==> config.mk <==
export PLATFORM = sky130hd
export DESIGN_NAME = vga_test_pattern_gen
export DESIGN_NICKNAME = d
export VERILOG_FILES = /design/src/rtl/vga_test_pattern_gen.sv
export SDC_FILE = /design/constraint.sdc
export NUM_CORES = 1
export LEC_CHECK = 0
export ABC_CLOCK_PERIOD_IN_PS = 5650
export BUFFER_PORTS_ARGS = -buffer_cell sky130_fd_sc_hd__buf_2
export CAP_MARGIN = 5
export CORE_ASPECT_RATIO = 0.9
export CORE_MARGIN = 2
export CORE_UTILIZATION = 62
export DETAILED_ROUTE_END_ITERATION = 12
export HOLD_SLACK_MARGIN = 0.02
export PLACE_DENSITY = 0.85
export SYNTH_ARGS = -nofsm -noshare
export SYNTH_HDL_FRONTEND = slang
export SYNTH_SLANG_ARGS = --single-unit
export TNS_END_PERCENT = 100
==> constraint.sdc <==
create_clock -name i_Clk -period 5.65 [get_ports i_Clk]
set_input_delay 0.2825 -clock i_Clk [delete_from_list [all_inputs] [get_ports i_Clk]]
set_output_delay 0.2825 -clock i_Clk [all_outputs]
set_load 0.1 [all_outputs]
==> src/rtl/vga_test_pattern_gen.sv <==
// vga_test_pattern_gen: regenerates col/row from raw HSync/VSync and emits
// RGB test patterns, with syncs delayed two cycles to stay pixel-aligned.
// Optional moving box for pattern 7: define PATTERN_MOVING_BOX_EN.
module vga_test_pattern_gen #(
  parameter int VIDEO_WIDTH = 3,
  parameter int TOTAL_COLS  = 800,
  parameter int TOTAL_ROWS  = 525,
  parameter int ACTIVE_COLS = 640,
  parameter int ACTIVE_ROWS = 480,
  parameter int BOX_SIZE    = 32
) (
  input  logic                   i_Clk,
  input  logic                   i_Rst,
  input  logic                   i_HSync,
  input  logic                   i_VSync,
  input  logic [3:0]             i_Pattern,
  output logic                   o_HSync,
  output logic                   o_VSync,
  output logic [VIDEO_WIDTH-1:0] o_Red_Video,
  output logic [VIDEO_WIDTH-1:0] o_Grn_Video,
  output logic [VIDEO_WIDTH-1:0] o_Blu_Video
);

  localparam int CW    = $clog2(TOTAL_COLS);
  localparam int RW    = $clog2(TOTAL_ROWS);
  localparam int BAR_W = ACTIVE_COLS / 8;
  localparam int BCW   = $clog2(BAR_W + 1);
  localparam logic [VIDEO_WIDTH-1:0] FULL = '1;

  // stage 1: counters, latched pattern, first sync delay
  logic [CW-1:0]  col_q;
  logic [RW-1:0]  row_q;
  logic [3:0]     pat_q;
  logic           fvalid_q;
  logic [BCW-1:0] bar_cnt_q;
  logic [2:0]     bar_idx_q;
  logic           hs1_q, vs1_q;

  // stage 2: output registers
  logic                   hs2_q, vs2_q;
  logic [VIDEO_WIDTH-1:0] red_q, grn_q, blu_q;
  logic [VIDEO_WIDTH-1:0] red_d, grn_d, blu_d;

  logic frame_start;
  logic col_wrap;

  // vs1_q doubles as the registered copy used for edge detection
  assign frame_start = i_VSync & ~vs1_q;
  assign col_wrap    = (col_q == CW'(TOTAL_COLS - 1));

  // Stage 1: pixel position tracking; an early frame start overrides the wrap
  always_ff @(posedge i_Clk) begin
    if (i_Rst) begin
      col_q     <= '0;
      row_q     <= '0;
      pat_q     <= '0;
      fvalid_q  <= 1'b0;
      bar_cnt_q <= '0;
      bar_idx_q <= '0;
      hs1_q     <= 1'b0;
      vs1_q     <= 1'b0;
    end else begin
      hs1_q <= i_HSync;
      vs1_q <= i_VSync;
      if (frame_start) begin
        col_q    <= '0;
        row_q    <= '0;
        pat_q    <= i_Pattern;
        fvalid_q <= 1'b1;
      end else if (col_wrap) begin
        col_q <= '0;
        row_q <= (row_q == RW'(TOTAL_ROWS - 1)) ? '0 : row_q + 1'b1;
      end else begin
        col_q <= col_q + 1'b1;
      end
      // bar index tracks col without a divider; holds at the last bar
      if (frame_start || col_wrap) begin
        bar_cnt_q <= '0;
        bar_idx_q <= '0;
      end else if (bar_cnt_q == BCW'(BAR_W - 1)) begin
        bar_cnt_q <= '0;
        if (bar_idx_q != 3'd7) bar_idx_q <= bar_idx_q + 1'b1;
      end else begin
        bar_cnt_q <= bar_cnt_q + 1'b1;
      end
    end
  end

`ifdef PATTERN_MOVING_BOX_EN
  logic [CW-1:0] box_x_q;
  logic [RW-1:0] box_y_q;
  logic          box_dx_q, box_dy_q;
  logic          in_box;

  // Box steps once per completed frame, bouncing off the active-area edges
  always_ff @(posedge i_Clk) begin
    if (i_Rst) begin
      box_x_q  <= '0;
      box_y_q  <= '0;
      box_dx_q <= 1'b1;
      box_dy_q <= 1'b1;
    end else if (frame_start && fvalid_q) begin
      if (box_dx_q) begin
        if (box_x_q == CW'(ACTIVE_COLS - BOX_SIZE)) begin
          box_dx_q <= 1'b0;
          box_x_q  <= box_x_q - 1'b1;
        end else begin
          box_x_q <= box_x_q + 1'b1;
        end
      end else begin
        if (box_x_q == '0) begin
          box_dx_q <= 1'b1;
          box_x_q  <= box_x_q + 1'b1;
        end else begin
          box_x_q <= box_x_q - 1'b1;
        end
      end
      if (box_dy_q) begin
        if (box_y_q == RW'(ACTIVE_ROWS - BOX_SIZE)) begin
          box_dy_q <= 1'b0;
          box_y_q  <= box_y_q - 1'b1;
        end else begin
          box_y_q <= box_y_q + 1'b1;
        end
      end else begin
        if (box_y_q == '0) begin
          box_dy_q <= 1'b1;
          box_y_q  <= box_y_q + 1'b1;
        end else begin
          box_y_q <= box_y_q - 1'b1;
        end
      end
    end
  end

  assign in_box = (col_q >= box_x_q) &&
                  ({1'b0, col_q} < ({1'b0, box_x_q} + (CW+1)'(BOX_SIZE))) &&
                  (row_q >= box_y_q) &&
                  ({1'b0, row_q} < ({1'b0, box_y_q} + (RW+1)'(BOX_SIZE)));
`else
  logic unused_box;
  assign unused_box = (BOX_SIZE != 0);
`endif

  // Pattern colour for the stage-1 pixel; blank outside active area or before first frame
  always_comb begin
    red_d = '0;
    grn_d = '0;
    blu_d = '0;
    if (fvalid_q && (col_q < CW'(ACTIVE_COLS)) && (row_q < RW'(ACTIVE_ROWS))) begin
      case (pat_q)
        4'd1: red_d = FULL;
        4'd2: grn_d = FULL;
        4'd3: blu_d = FULL;
        4'd4: if (!(col_q[5] ^ row_q[5])) begin
          red_d = FULL;
          grn_d = FULL;
          blu_d = FULL;
        end
        4'd5: begin
          // white, yellow, cyan, green, magenta, red, blue, black
          red_d = {VIDEO_WIDTH{~bar_idx_q[1]}};
          grn_d = {VIDEO_WIDTH{~bar_idx_q[2]}};
          blu_d = {VIDEO_WIDTH{~bar_idx_q[0]}};
        end
        4'd6: if ((col_q == '0) || (col_q == CW'(ACTIVE_COLS - 1)) ||
                  (row_q == '0) || (row_q == RW'(ACTIVE_ROWS - 1))) begin
          red_d = FULL;
          grn_d = FULL;
          blu_d = FULL;
        end
`ifdef PATTERN_MOVING_BOX_EN
        4'd7: begin
          red_d = in_box ? FULL : '0;
          grn_d = in_box ? FULL : '0;
          blu_d = FULL;
        end
`endif
        default: ;
      endcase
    end
  end

  // Stage 2: register video and second sync delay together
  always_ff @(posedge i_Clk) begin
    if (i_Rst) begin
      hs2_q <= 1'b0;
      vs2_q <= 1'b0;
      red_q <= '0;
      grn_q <= '0;
      blu_q <= '0;
    end else begin
      hs2_q <= hs1_q;
      vs2_q <= vs1_q;
      red_q <= red_d;
      grn_q <= grn_d;
      blu_q <= blu_d;
    end
  end

  assign o_HSync     = hs2_q;
  assign o_VSync     = vs2_q;
  assign o_Red_Video = red_q;
  assign o_Grn_Video = grn_q;
  assign o_Blu_Video = blu_q;

endmodule

Word-level counts from Yosys, hierarchy flattened
Cells that the tools add are included.

Bitwise gates (word level): 7. Add/sub/neg operators: 4. Order comparisons: 2. Multiplexer cells: 6. Eq/ne operators: 12. Reduce and logical (&&, ||, !) cells: 14.

Operators by type and width (count): one-hot mux 3 bit (4 select lines) (3); equality test 10 bit, second input constant (3); adder 10 x 1 -> 10 bit, second input constant (2); zero test 10 bit (2); equality test 4 x 3 -> 1 bit, second input constant (3); equality test 10 x 9 -> 1 bit, second input constant (1); less-than comparator 10 bit, second input constant (1); less-than comparator 10 x 9 -> 1 bit, second input constant (1); two-way mux 10 bit (1); equality test 4 x 2 -> 1 bit, second input constant (2); adder 7 x 1 -> 7 bit, second input constant (1); equality test 7 bit, second input constant (1); two-way mux 3 bit (2); OR reduction 2 bit (3); OR reduction 3 bit (2); NOT 1 bit (5); equality test 4 x 1 -> 1 bit, second input constant (1); logical OR 1 bit (4); adder 3 x 1 -> 3 bit, second input constant (1); != test 3 bit, second input constant (1); logical AND 1 bit (2); AND reduction 2 bit (1); AND 1 bit (1); bitwise XOR 1 bit (1).

Register bits after elaboration: 48. Output and inout port bits: 11.

Logic depth before layout (Yosys ltp)
Gate-level depths: netlist (run 1).

Depth in word-level cells: 6. Depth in mapped cells: 7. Mapped depth without buffers: 6.

Least setup slack after synthesis (run 1)
No wires, ideal clock.

Kind: register -> register. Start point: reg col_q[0]. End point: reg row_q[7]. Arrival: 1.888 ns. Cell stages (with the launch flop): 6. Setup time: 0.072 ns. Path buffers: 0. Clock period less this slack: 1.960 ns. Data required time: 5.578 ns. Path slack: 3.690 ns. Path through: dfxtp_1 ha_1 nand4_2 or4_4 or4_1 a21oi_1.

Longest elaborated chain between the ends: 1.

Ends and longest elaborated chain: start: declaration (line 31) `logic [CW-1:0] col_q;`; start signal: assignment (line 74) `col_q <= col_q + 1'b1;`; equality test 10 bit (line 49) `assign col_wrap = (col_q == CW'(TOTAL_COLS - 1));`; end signal: assignment (line 72) `row_q <= (row_q == RW'(TOTAL_ROWS - 1)) ? '0 : row_q + 1'b1;`; end: declaration (line 32) `logic [RW-1:0] row_q;`.

No other way between the ends. A chain may end at the register's enable or synchronous reset.

Worst setup path after layout (run 1)
Start point: reg col_q[0]. End point: reg row_q[9].

The elaborated chain is that of the path after synthesis.

==> qor.yml, run 1 <==
cts:
  cts_resized: 0
  htree_levels: 2
  cts_setup_buffers: 0
  cts_max_path_buffers: 2
  cts_buffers: 5
  insertion_delay_ns: 0.37
  cts-root-buf: "clkbuf_4"
  cts.reportedPaths.clkPinSlew_ns: 0.14
  ctsHoldBuffers: 0
  clock_sinks: 42
  cts_tree: "done"
floorplanning:
  die_w_um: 63.2
  fp-row-count: 19
  chipHeight_um: 57.3
  num_io_pins: 19
  core_area_um2: 3040
  die_area_um2: 3620
  start_util_pct: 64.3
sta:
  finalCriticalPeriod_ns: 2.36
  fin_setup_tns_ns: 0
  drv_slew: 0
  slew-limit-headroom_pct: 41.3
  hold_violations: 0
  setup_viol: 0
  period_share_pct: 41.8
  rsz0062_at_grt: "false"
  skew_ns: 0.0205
  max_slew.worst_pin.slew_ns: 0.869
  max_freq_mhz: 424
power_and_ir_drop:
  p_switching_mw: 0.137
  p_sw_share_pct: 23.2
  power.density_nw_per_um2: 277
  power_mw: 0.591
  pwr-share-seq_pct: 52.1
  combinationalPowerShare_pct: 7.4
  p_leak_nw: 0.799
  ir_worst_vdd_v: 0.000287
  pwr-share-clk_pct: 40.5
  internal-power_mw: 0.454
global_route:
  gr-total-overflow: 0
  grt_pass1_wl_um: 6380
  grt_usage_pct: 22.9
  grt_max_degree: 17
  grt_pass1_vias: 1429
  grt_antenna_before_repair: 0
layout:
  nets: 248
  final_core_util_pct: 70.0
  n_antenna_cell: 0
  instances_no_fill: 276
  syn2layout_area_growth_pct: 8.89
  final_cell_mix: "42 x dfxtp_1, 28 x nor2_1, 18 x buf_2"
  n_fill_cell: 257
  layout_commonest_cell: "dfxtp_1"
  drive_gt1_share_pct: 15.4
drt:
  drc: 0
  vias: 1567
  routed_wl_um: 3660
  first_iter_violations: 69
  wl_per_cell_um: 13.3
  dr.pass1.iters: 5
  ant_nets: 0
  vias_per_cell: 5.68
setup_path:
  crit_type: "flop to flop"
  critPathRequiredTime_ns: 5.88
  rr_startpoint: "col_q[0]"
  cp.arrival_ns: 2.59
  startpoint: "col_q[0]"
  crit_fanout: 16
  end_kind: "flop"
  cpPeakStageDelay_ns: 0.75
  timing.rr.end: "row_q[9]"
  crit_path_start_kind: "flop"
  setup.worst_path.end: "row_q[9]"
  crit_slowest_cell: "or4_1"
  rr_worst_depth: 5
  crit_chain: "ha_1 > nand4_2 > or4_1 > o21ai_1 > a21oi_1"
  r2r_setup_slack_ns: 3.29
place:
  gp_congestion: 0.815
  dp_cells: 268
  dpl.hpwl_um: 2660
  port_buffers: 18
yosys:
  synth-seq-area-share_pct: 43.0
  netlist_area_um2: 1960
  synth.distinct_cells: 42
  yosysTopAreaCell: "dfxtp_1"
  yosys-top-cells-area: "dfxtp_1 43%, nor2_1 5.4%, ha_1 4.5%, a21oi_1 3.6%, xnor2_1 3.6%"
  avgSynthCellArea_um2: 8.81
  syn-num-nets: 237
  ys_warn_count: 0
  synthCells: 222
  synth.ff_latch_count: 42
  synth_top_area_share_pct: 43.0
status:
  status: "finished, final reports clean"
worst_hold_path:
  worst_hold_startpoint: "i_HSync"
  hp-class: "input port to flop"
run:
  max-cap-violations: 0
[sequential cells by signal, summed over array words and instances, names as in the netlist]
signal / count
vs1_q: 1
o_Grn_Video: 1
hs1_q: 1
o_HSync: 1
pat_q: 4
col_q: 10
bar_idx_q: 3
o_Blu_Video: 1
fvalid_q: 1
o_VSync: 1
bar_cnt_q: 7
o_Red_Video: 1
row_q: 10
[critical path: cells and delay by family, from the launching register on]
| family | cells | cell delay, ns |
|---|---|---|
| AND/OR/NAND/NOR | 2 | 0.90 |
| AO/OA/AOI/OAI | 2 | 0.67 |
| flip-flops | 1 | 0.41 |
| adder cells (fa/ha/maj) | 1 | 0.24 |
[synth_stat cells, drive strengths merged]
cell and instances:
nor2 28, xor2 6, or2 3, nor4b 3
and4 2, dfxtp 42, nand3 12, or3b 1
nand2 11, and3 4, nand3b 1, nand4b 1
o32a 2, clkbuf 8, ha 7, nor2b 7
buf 6, nand4 4, a311o 1, or4b 1
and4b 1, nand2b 3, o21ai 11, or4 4
nor3b 2, a22oi 1, o31ai 2, nor3 1
or3 7, nor4 2, a21oi 14, mux2i 6
xnor2 8, inv 8, a31oi 2
[power by group through the flow]
| stage | logic (mW) | clock network, mW | registers (mW) |
|---|---|---|---|
| after floorplan | 0.0294 | 0 | 0.320 |
| after global placement | 0.0432 | 0 | 0.314 |
| after detailed placement | 0.0438 | 0 | 0.314 |
| after CTS | 0.0439 | 0.242 | 0.308 |
| after global routing | 0.0473 | 0.253 | 0.309 |
| final | 0.0436 | 0.239 | 0.308 |
[routing by layer]
layer	vias to the layer above	share of wire [%]	routed length [µm]	track usage (%)
li1	798	-	-	-
met1	715	45	1660	28.6
met2	43	46	1690	36.6
met3	11	6.3	229	7.50
met4	0	2.3	85	10.6
met5	-	0	0	0
[through the flow]
stage	instance area (µm²)	hold slack, ns	setup WS [ns]
after floorplan	1960	0.411	3.69
after global placement	2020	0.418	3.39
after detailed placement	2020	0.428	3.32
after CTS	2130	0.116	3.32
after global routing	2130	0.112	3.10
final	2130	0.119	3.29
[kinds of logic after synthesis]
group                    Yosys count  synth area share [%]
XOR/XNOR                          14                  6.27
flip-flops                        42                  43.0
AND/OR/NAND/NOR                   98                  28.0
buffers and inverters             22                  5.37
multiplexers                       6                  3.07
AO/OA/AOI/OAI                     33                  9.79
adder cells (fa/ha/maj)            7                  4.48
[worst min path at each step]
| stage | endpoint | slack, ns | cells past startpoint |
|---|---|---|---|
| 3_3_place_gp | o_HSync | 0.42 | 1 |
| 3_5_place_dp | o_HSync | 0.43 | 1 |
| 4_1_cts | hs1_q | 0.12 | 2 |
| 5_1_grt | hs1_q | 0.11 | 2 |
| 2_1_floorplan | hs1_q | 0.41 | 1 |
| 6_report | hs1_q | 0.12 | 2 |
[final cells by class]
class                      count  area [µm²]  area share, %
multi-input combinational    158        1010           47.4
sequential                    42         841           39.5
timing repair buffer          18        90.1           4.23
clock inverter                 3        68.8           3.23
tap                           42        52.6           2.47
clock buffer                   5        37.5           1.76
inverter                       8        30.0           1.41
No activity file was read; power rests on OpenSTA's default activity.
==> inputs of run 2 (changes only) <==
ABC_CLOCK_PERIOD_IN_PS = 2200   (was 5650)
CORE_UTILIZATION = 58   (was 62)
PLACE_DENSITY = 0.8   (was 0.85)
clock period = 2.2 ns   (was 5.65 ns; I/O delays follow)
==> qor.yml, run 2 (same netlist as run 1, synthesis figures left out) <==
floorplanning:
  die_area_um2: 3850  # +6.4%
  num_io_pins: 19  # unchanged
  chipHeight_um: 59.1  # +3.2%
  fp-row-count: 19  # unchanged
  die_w_um: 65.2  # +3.2%
  start_util_pct: 62.3  # -1.9 points
  core_area_um2: 3140  # +3.1%
place:
  port_buffers: 18  # unchanged
  dpl.hpwl_um: 2670  # +0.47%
  dp_cells: 273  # +1.9%
  gp_congestion: 0.832  # +2.1%
sta:
  max_slew.worst_pin.slew_ns: 0.561  # -0.308 ns
  period_share_pct: 94.0  # +52 points
  setup_viol: 0  # unchanged
  max_freq_mhz: 484  # +14%
  slew-limit-headroom_pct: 62.2  # +21 points
  finalCriticalPeriod_ns: 2.07  # -0.294 ns
  skew_ns: 0.00665  # -0.0139 ns
  rsz0062_at_grt: "false"
  fin_setup_tns_ns: 0  # unchanged
  drv_slew: 0  # unchanged
  hold_violations: 0  # unchanged
setup_path:
  cpPeakStageDelay_ns: 0.58  # -0.17 ns
  crit_type: "flop to flop"
  critPathRequiredTime_ns: 2.43  # -3.45 ns
  cp.arrival_ns: 2.30  # -0.29 ns
  critical_path_buf_inv_count: 0  # unchanged
  end_kind: "flop"
  crit_chain: "ha_2 > nand4_2 > or4_4 > or4_1 > a21oi_1"
  crit_path_start_kind: "flop"
  crit_fanout: 6  # -10
  crit_slowest_cell: "or4_4"
  critical-path-top-delay-family: "simple AND/OR/NAND/NOR gates"
drt:
  vias: 1581  # +0.89%
  ant_nets: 0  # unchanged
  drc: 0  # unchanged
  routed_wl_um: 3670  # +0.19%
  dr.pass1.iters: 4  # -1
  first_iter_violations: 90  # +30%
  wl_per_cell_um: 13.1  # -1.6%
  vias_per_cell: 5.63  # -0.90%
power_and_ir_drop:
  p_leak_nw: 0.816  # +2.2%
  ir_worst_vdd_v: 0.000560  # +95%
  power.density_nw_per_um2: 654  # +140%
global_route:
  grt_pass1_wl_um: 6180  # -3.1%
  grt_antenna_before_repair: 0  # unchanged
  gr-total-overflow: 0  # unchanged
  grt_max_degree: 17  # unchanged
  grt_pass1_vias: 1434  # +0.35%
  grt_usage_pct: 21.4  # -1.6 points
layout:
  drive_gt1_share_pct: 18.0  # +2.6 points
  nets: 253  # +2.0%
  layout_commonest_cell: "dfxtp_1"
  final_cell_mix: "41 x dfxtp_1, 28 x nor2_1, 18 x buf_2"
  syn2layout_area_growth_pct: 10.4
  instances_no_fill: 281  # +1.8%
  n_antenna_cell: 0  # unchanged
  n_fill_cell: 270  # +5.1%
  register_area_um2: 842  # +0.15%
  top_regs: "col_q (10), row_q (10), bar_cnt_q (7)"
  multi_input_area_um2: 1020  # +0.62%
cts:
  htree_levels: 2  # unchanged
  cts_setup_buffers: 0  # unchanged
  cts-root-buf: "clkbuf_8"
  cts_max_path_buffers: 2  # unchanged
  cts.reportedPaths.clkPinSlew_ns: 0.08  # -0.06 ns
  cts_buffers: 5  # unchanged
  clock_sinks: 42  # unchanged
  insertion_delay_ns: 0.30  # -0.07 ns
  cts_tree: "done"
status:
  status: "finished, final reports clean"
worst_hold_path:
  hp-class: "input port to flop"
run:
  max-cap-violations: 0  # unchanged
==> run 2: worst paths after layout <==
check,from,end,slack [ns],cells past startpoint
hold / removal,i_HSync,hs1_q,0.03,2
setup / recovery,col_q[1],row_q[9],0.13,5
hold reg to reg,hs1_q,o_HSync,0.45,1
setup reg to reg,col_q[1],row_q[9],0.13,5
==> run 2: stage by stage <==
stage          area [µm²]  setup WS, ns  total power, mW  hold WS [ns]  utilization, %
2_1_floorplan        1960         0.240            0.899         0.238               -
3_3_place_gp         2060         0.118            0.922         0.322            65.7
3_5_place_dp         2060        0.0194            0.925         0.339            65.7
4_1_cts              2150       0.00415             1.42        0.0267            68.6
5_1_grt              2160        0.0173             1.47        0.0293            68.8
6_report             2160         0.133             1.41        0.0259            68.8
==> run 2: power breakdown <==
group | internal [mW] | switching [mW]
Clock | 0.253 | 0.251
Sequential | 0.776 | 0.0139
Combinational | 0.0381 | 0.0805
==> run 2: final cells by class <==
cell class | count | share of cell area (%)
Clock inverter | 1 | 0.232
Sequential cell | 42 | 39.0
Timing Repair Buffer | 23 | 5.91
Tap cell | 42 | 2.43
Multi-Input combinational cell | 158 | 47.0
Inverter | 8 | 1.39
Clock buffer | 7 | 4.00
==> run 2: what timing repair did <==
action / CTS / global route
hold buffers: 0 / 0
resized for setup: 0 / 3
endpoints found under the setup margin: 0 / 8
==> run 2: metal layers <==
layer	global-route usage (%)	routed length [µm]
met5	0	0
met1	26.6	1680
met4	9.82	75
met2	34.4	1720
met3	6.27	191
==> run 2: worst reg2reg max path: stages (launching register included) <==
cell and delay [ns]:
dfxtp_1 0.38, ha_2 0.23, nand4_2 0.15, or4_4 0.58, or4_1 0.53, a21oi_1 0.14
